==> config.mk <==
export PLATFORM = sky130hd
export DESIGN_NAME = pc_gen_unit
export DESIGN_NICKNAME = d
export VERILOG_FILES = /design/src/rtl/pc_pkg.sv /design/src/rtl/pc_ras.sv /design/src/rtl/pc_gen_unit.sv
export SDC_FILE = /design/constraint.sdc
export NUM_CORES = 1
export LEC_CHECK = 0
export BUFFER_PORTS_ARGS = -buffer_cell sky130_fd_sc_hd__buf_2
export CAP_MARGIN = 15
export CORE_UTILIZATION = 48
export CTS_BUF_LIST = sky130_fd_sc_hd__clkbuf_2
export CTS_CLUSTER_DIAMETER = 80
export DETAILED_ROUTE_END_ITERATION = 7
export GPL_ROUTABILITY_DRIVEN = 0
export PLACE_DENSITY = 0.79
export SLEW_MARGIN = 40
export SYNTH_ARGS = -nofsm -noshare
export SYNTH_HDL_FRONTEND = slang
export SYNTH_HIERARCHICAL = 1
export SYNTH_SLANG_ARGS = --single-unit
==> constraint.sdc <==
create_clock -name clk_i -period 2 [get_ports clk_i]
set_clock_uncertainty 0.05 [all_clocks]
set_input_delay 0.2 -clock clk_i [delete_from_list [all_inputs] [get_ports clk_i]]
set_output_delay 0.2 -clock clk_i [all_outputs]
set_load 0.005 [all_outputs]
==> src/rtl/pc_pkg.sv <==
// Shared types and defaults for the IF-stage PC generator.
package pc_pkg;

  typedef enum logic [1:0] {IDLE, RUN, HALT} pc_state_e;

  localparam int          DEF_XLEN      = 32;
  localparam int          DEF_INC_BYTES = 4;
  localparam int          DEF_RAS_DEPTH = 4;
  localparam logic [31:0] DEF_RESET_PC  = 32'h0;
  localparam logic [31:0] DEF_TRAP_VEC  = 32'h80;

  // Number of low PC bits that must be zero for a legal fetch address.
  function automatic int align_of(input int inc_bytes);
    return $clog2(inc_bytes);
  endfunction

endpackage

==> src/rtl/pc_ras.sv <==
// Circular return-address stack; a push when full overwrites the oldest entry.
// push and pop together replace the top entry (count unchanged).
module pc_ras #(
  parameter int W     = 32,
  parameter int DEPTH = 4
) (
  input  logic         clk_i,
  input  logic         rst_i,
  input  logic         push,
  input  logic         pop,
  input  logic [W-1:0] din,
  output logic [W-1:0] top,
  output logic         empty,
  output logic         full
);
  localparam int AW = $clog2(DEPTH);

  logic [W-1:0]  mem [DEPTH];
  logic [AW-1:0] ptr, top_idx;
  logic [AW:0]   cnt;

  assign top_idx = ptr - AW'(1);
  assign top     = mem[top_idx];
  assign empty   = (cnt == '0);
  assign full    = (cnt == (AW+1)'(DEPTH));

  always_ff @(posedge clk_i) begin
    if (push && pop)  mem[top_idx] <= din;
    else if (push)    mem[ptr]     <= din;
  end

  always_ff @(posedge clk_i) begin
    if (rst_i) begin
      ptr <= '0;
      cnt <= '0;
    end else if (push && !pop) begin
      ptr <= ptr + AW'(1);
      if (!full) cnt <= cnt + (AW+1)'(1);
    end else if (pop && !push) begin
      ptr <= ptr - AW'(1);
      cnt <= cnt - (AW+1)'(1);
    end
  end

endmodule

==> src/rtl/pc_gen_unit.sv <==
// Program-counter generator with IDLE/RUN/HALT control and prioritised redirects.
// Define PC_RAS_EN to build the return-address stack for call_i/ret_i.
module pc_gen_unit
  import pc_pkg::*;
#(
  parameter int              XLEN      = DEF_XLEN,
  parameter int              INC_BYTES = DEF_INC_BYTES,
  parameter logic [XLEN-1:0] RESET_PC  = XLEN'(DEF_RESET_PC),
  parameter logic [XLEN-1:0] TRAP_VEC  = XLEN'(DEF_TRAP_VEC),
  parameter int              RAS_DEPTH = DEF_RAS_DEPTH
) (
  input  logic            clk_i,
  input  logic            rst_i,
  input  logic            start_i,
  input  logic            stall_i,
  input  logic            halt_i,
  input  logic            redirect_i,
  input  logic [XLEN-1:0] redirect_pc_i,
  input  logic            trap_i,
  input  logic            call_i,
  input  logic            ret_i,
  output logic [XLEN-1:0] pc_o,
  output logic            pc_valid_o,
  output logic            misalign_o,
  output logic            ras_underflow_o
);
  localparam int              ALIGN    = align_of(INC_BYTES);
  localparam logic [XLEN-1:0] INC      = XLEN'(INC_BYTES);
  localparam logic [XLEN-1:0] LOW_MASK = (XLEN'(1) << ALIGN) - XLEN'(1);

  pc_state_e       state;
  logic [XLEN-1:0] pc_seq, tgt, ras_top;
  logic            mis, accept, use_ret, ras_pop, ras_uf;

  assign pc_seq = pc_o + INC;
  assign tgt    = redirect_pc_i & ~LOW_MASK;
  assign mis    = |(redirect_pc_i & LOW_MASK);

  // A fetch "commits" to the RAS only when it actually advances: not trapping,
  // not stalled, and not halting (a redirect cancels a simultaneous halt).
  assign accept  = (state == RUN) && start_i && !trap_i && !stall_i &&
                   (redirect_i || !halt_i);
  assign use_ret = accept && ret_i && !redirect_i;

`ifdef PC_RAS_EN
  logic ras_empty, ras_full_unused;

  assign ras_pop = use_ret && !ras_empty;
  assign ras_uf  = use_ret && ras_empty;

  pc_ras #(.W(XLEN), .DEPTH(RAS_DEPTH)) u_ras (
    .clk_i (clk_i),
    .rst_i (rst_i),
    .push  (accept && call_i),
    .pop   (ras_pop),
    .din   (pc_seq),
    .top   (ras_top),
    .empty (ras_empty),
    .full  (ras_full_unused)
  );
`else
  logic ras_unused;
  assign ras_unused = ^{call_i, use_ret, RAS_DEPTH};
  assign ras_pop    = 1'b0;
  assign ras_uf     = 1'b0;
  assign ras_top    = '0;
`endif

  always_ff @(posedge clk_i) begin
    if (rst_i) begin
      state           <= IDLE;
      pc_o            <= RESET_PC;
      pc_valid_o      <= 1'b0;
      misalign_o      <= 1'b0;
      ras_underflow_o <= 1'b0;
    end else begin
      misalign_o      <= 1'b0;
      ras_underflow_o <= ras_uf;
      unique case (state)
        IDLE: begin
          pc_o <= RESET_PC;
          if (start_i) begin
            state      <= RUN;
            pc_valid_o <= 1'b1;
          end
        end
        RUN: begin
          if (!start_i) begin
            state      <= IDLE;
            pc_o       <= RESET_PC;
            pc_valid_o <= 1'b0;
          end else if (trap_i) begin
            pc_o <= TRAP_VEC;
          end else if (redirect_i) begin
            pc_o       <= tgt;
            misalign_o <= mis;
          end else if (halt_i) begin
            state      <= HALT;
            pc_valid_o <= 1'b0;
          end else if (!stall_i) begin
            pc_o <= ras_pop ? ras_top : pc_seq;
          end
        end
        HALT: begin
          if (!start_i) begin
            state <= IDLE;
            pc_o  <= RESET_PC;
          end else if (trap_i) begin
            state      <= RUN;
            pc_o       <= TRAP_VEC;
            pc_valid_o <= 1'b1;
          end
        end
        default: state <= IDLE;
      endcase
    end
  end

endmodule

==> impl_metrics.ini <==
[placement]
dp_worst_setup_slack_ps = -37.28
dp_hpwl_mm = 4.835
numPortBuffers = 70

[synthesis]
yosysSeqAreaShare_pct = 28.30
synth_cell_types = 61
synth.avg_cell_area_um2 = 7.911
synth_seq_cells = 34
synthArstFlopShare_pct = 0
syn_inst = 304
synth_top_flop_cell = dfxtp_1
yosys_warnings = 6
synth_edf_count = 0
netlist_area_mm2 = 0.002405

[detailed_routing]
drtIter0Drc = 229
routedWlPerCell_um = 15.24
drc_errors = 0
drtAntennaViolNets = 0
finalWirelength_mm = 7.042
drtPass1Iterations = 5
vias_per_cell = 5.976
vias = 2761

[setup_path]
crit_slowest_cell = dfxtp_2
critPathTopFamily = compound AO/OA/AOI/OAI gates
critPathKind = reg -> reg
worst-path-max-fanout = 13
r2r_cells = 7
crit_buf_inv = 2
cp.depth = 7
cp.arrival_ps = 2230
cp-start-kind = register
end_kind = register
required_ps = 2250
crit_chain = inv_2, ha_4, and2b_2, a221o_1, buf_12, a21o_1, a32o_1
max_stage_delay_ps = 420

[global_routing]
antenna_found_initial = 0
grt_overflow = 0
grt_pass1_wl_mm = 11.12
grt_max_degree = 24
track_usage_pct = 26.83
grt_pass1_vias = 2377

[hold_path]
min_path_type = in -> reg
hold_depth = 3

[die]
initial_utilization_pct = 50.25
die_area_mm2 = 0.005297
design.core.area_mm2 = 0.004786
io_pins = 76
die_width_um = 72.78
die_h_um = 72.78
rows = 25

[sta]
hold_slack_ps = 7.008
finalHoldViolCount = 0
fmax_mhz = 503.2
setup_tns_ps = 0
finalCriticalPeriod_ps = 1987
fin_ws_ps = 12.52
setup_violations = 0
fin_crit_sh_pct = 99.37
maxSlewViolCount = 0

[cts]
cts_tree = yes
clockBufferDepth = 2
clock_sinks = 34
insertion_delay_ps = 390
htree_levels = 2
cts_made_buffers = 5
clkSlewWorstSetupHoldPaths_ps = 200
clock-root-buffer = clkbuf_2

[finish]
mostFrequentLayoutCells = buf_2, dfxtp_1, nand2_1
num_antenna_cells = 0
multi_input_area_mm2 = 0.001634
layout_commonest_cell = buf_2
final_core_util_pct = 66.41
seqCellArea_um2 = 688.2
drive_gt1_share_pct = 33.92
synthToLayoutAreaGrowth_pct = 32.15
fill_cells = 434
fin_nets = 441

[power]
powerDensity_mw_per_mm2 = 452.4
peakVddDrop_v = 0.0004783
p_sw_uw = 410.0
power_frac_comb_pct = 20.0
seqPwrFrac_pct = 48.5
p_int_uw = 1028
p_clk_share_pct = 31.6
leakage_uw = 0.001284
swShare_pct = 28.52

[flow_run]
max-cap-violations = 0

[run_status]
status = complete, no violations
## path summary, 6_finish.rpt
check,end,startpoint,slack [ps]
min,misalign_o,redirect_pc_i[1],7
max,pc_o[14],state[0],10
min reg2reg,pc_o[8],pc_o[8],470
max reg2reg,pc_o[14],state[0],10
## power groups by stage
stage	clock network, uW	registers, uW	logic [uW]
global route	486	699	311
detailed placement	0	709	236
global placement	0	709	232
floorplan	0	710	144
CTS	451	695	254
finish	454	697	287
## synthesized netlist by cell type (all sizes together), types with 8 or more instances
cell,instances,area (um2)
dfxtp,34,680.7
nand2,25,93.84
a21oi,23,115.1
nor2,20,80.07
inv,16,60.06
o21ai,16,80.07
buf,14,90.08
nand3,11,67.57
nand4,11,68.82
nor3,11,55.05
a22oi,10,75.07
clkbuf,9,33.78
and4,8,70.07
## area by class of cell
cell class / instances / share of cell area, %
sequential: 34 / 21.65
timing repair buffer: 105 / 20.55
multi-input combinational: 233 / 51.42
clock inverter: 2 / 1.063
tap: 67 / 2.638
inverter: 16 / 1.890
clock buffer: 5 / 0.7874
## sequential cells by signal, indices dropped and copies added, names as in the netlist
| register | cells |
|---|---|
| misalign_o | 1 |
| pc_o | 30 |
| pc_valid_o | 1 |
| state | 2 |
## per-stage QoR
stage                     power (uW)  instance area, um2  std cells
after floorplan                853.8                2412        306
final                           1438                3178        462
after global placement         940.8                2915        444
after detailed placement       945.0                2915        444
after global routing            1496                3178        462
after CTS                       1400                3033        455
## timing repair
action	4_1_cts	5_1_grt
endpoints found under the hold margin	2	6
buffers inserted	2	1
pin swaps	1	3
gates resized for setup	7	19
hold buffers	2	6
cloned	0	0
setup endpoints to repair	10	19
## worst min-delay path: cells and delay by family
kind / cells / cell delay, ps
and+or+nand+nor: 2 / 140
buffers and inverters: 1 / 100
## layer usage
metal | vias to the layer above | global-route usage, % | share of wire (%)
met2 | 133 | 45.38 | 49
met3 | 2 | 5.110 | 7.1
met5 | - | 0 | 0
met4 | 0 | 6.972 | 0.41
met1 | 1293 | 35.00 | 44
li1 | 1333 | - | -
## cells by family after synthesis
family	share of synthesized area [%]
and+or+nand+nor	29.14
muxes	1.249
xor gates and xnor gates	1.821
other	0.1559
buffers and inverters	7.648
adders and majority gates	2.601
AOI/OAI and AO/OA	29.08
DFF	28.30
No activity file was read; power rests on OpenSTA's default activity.
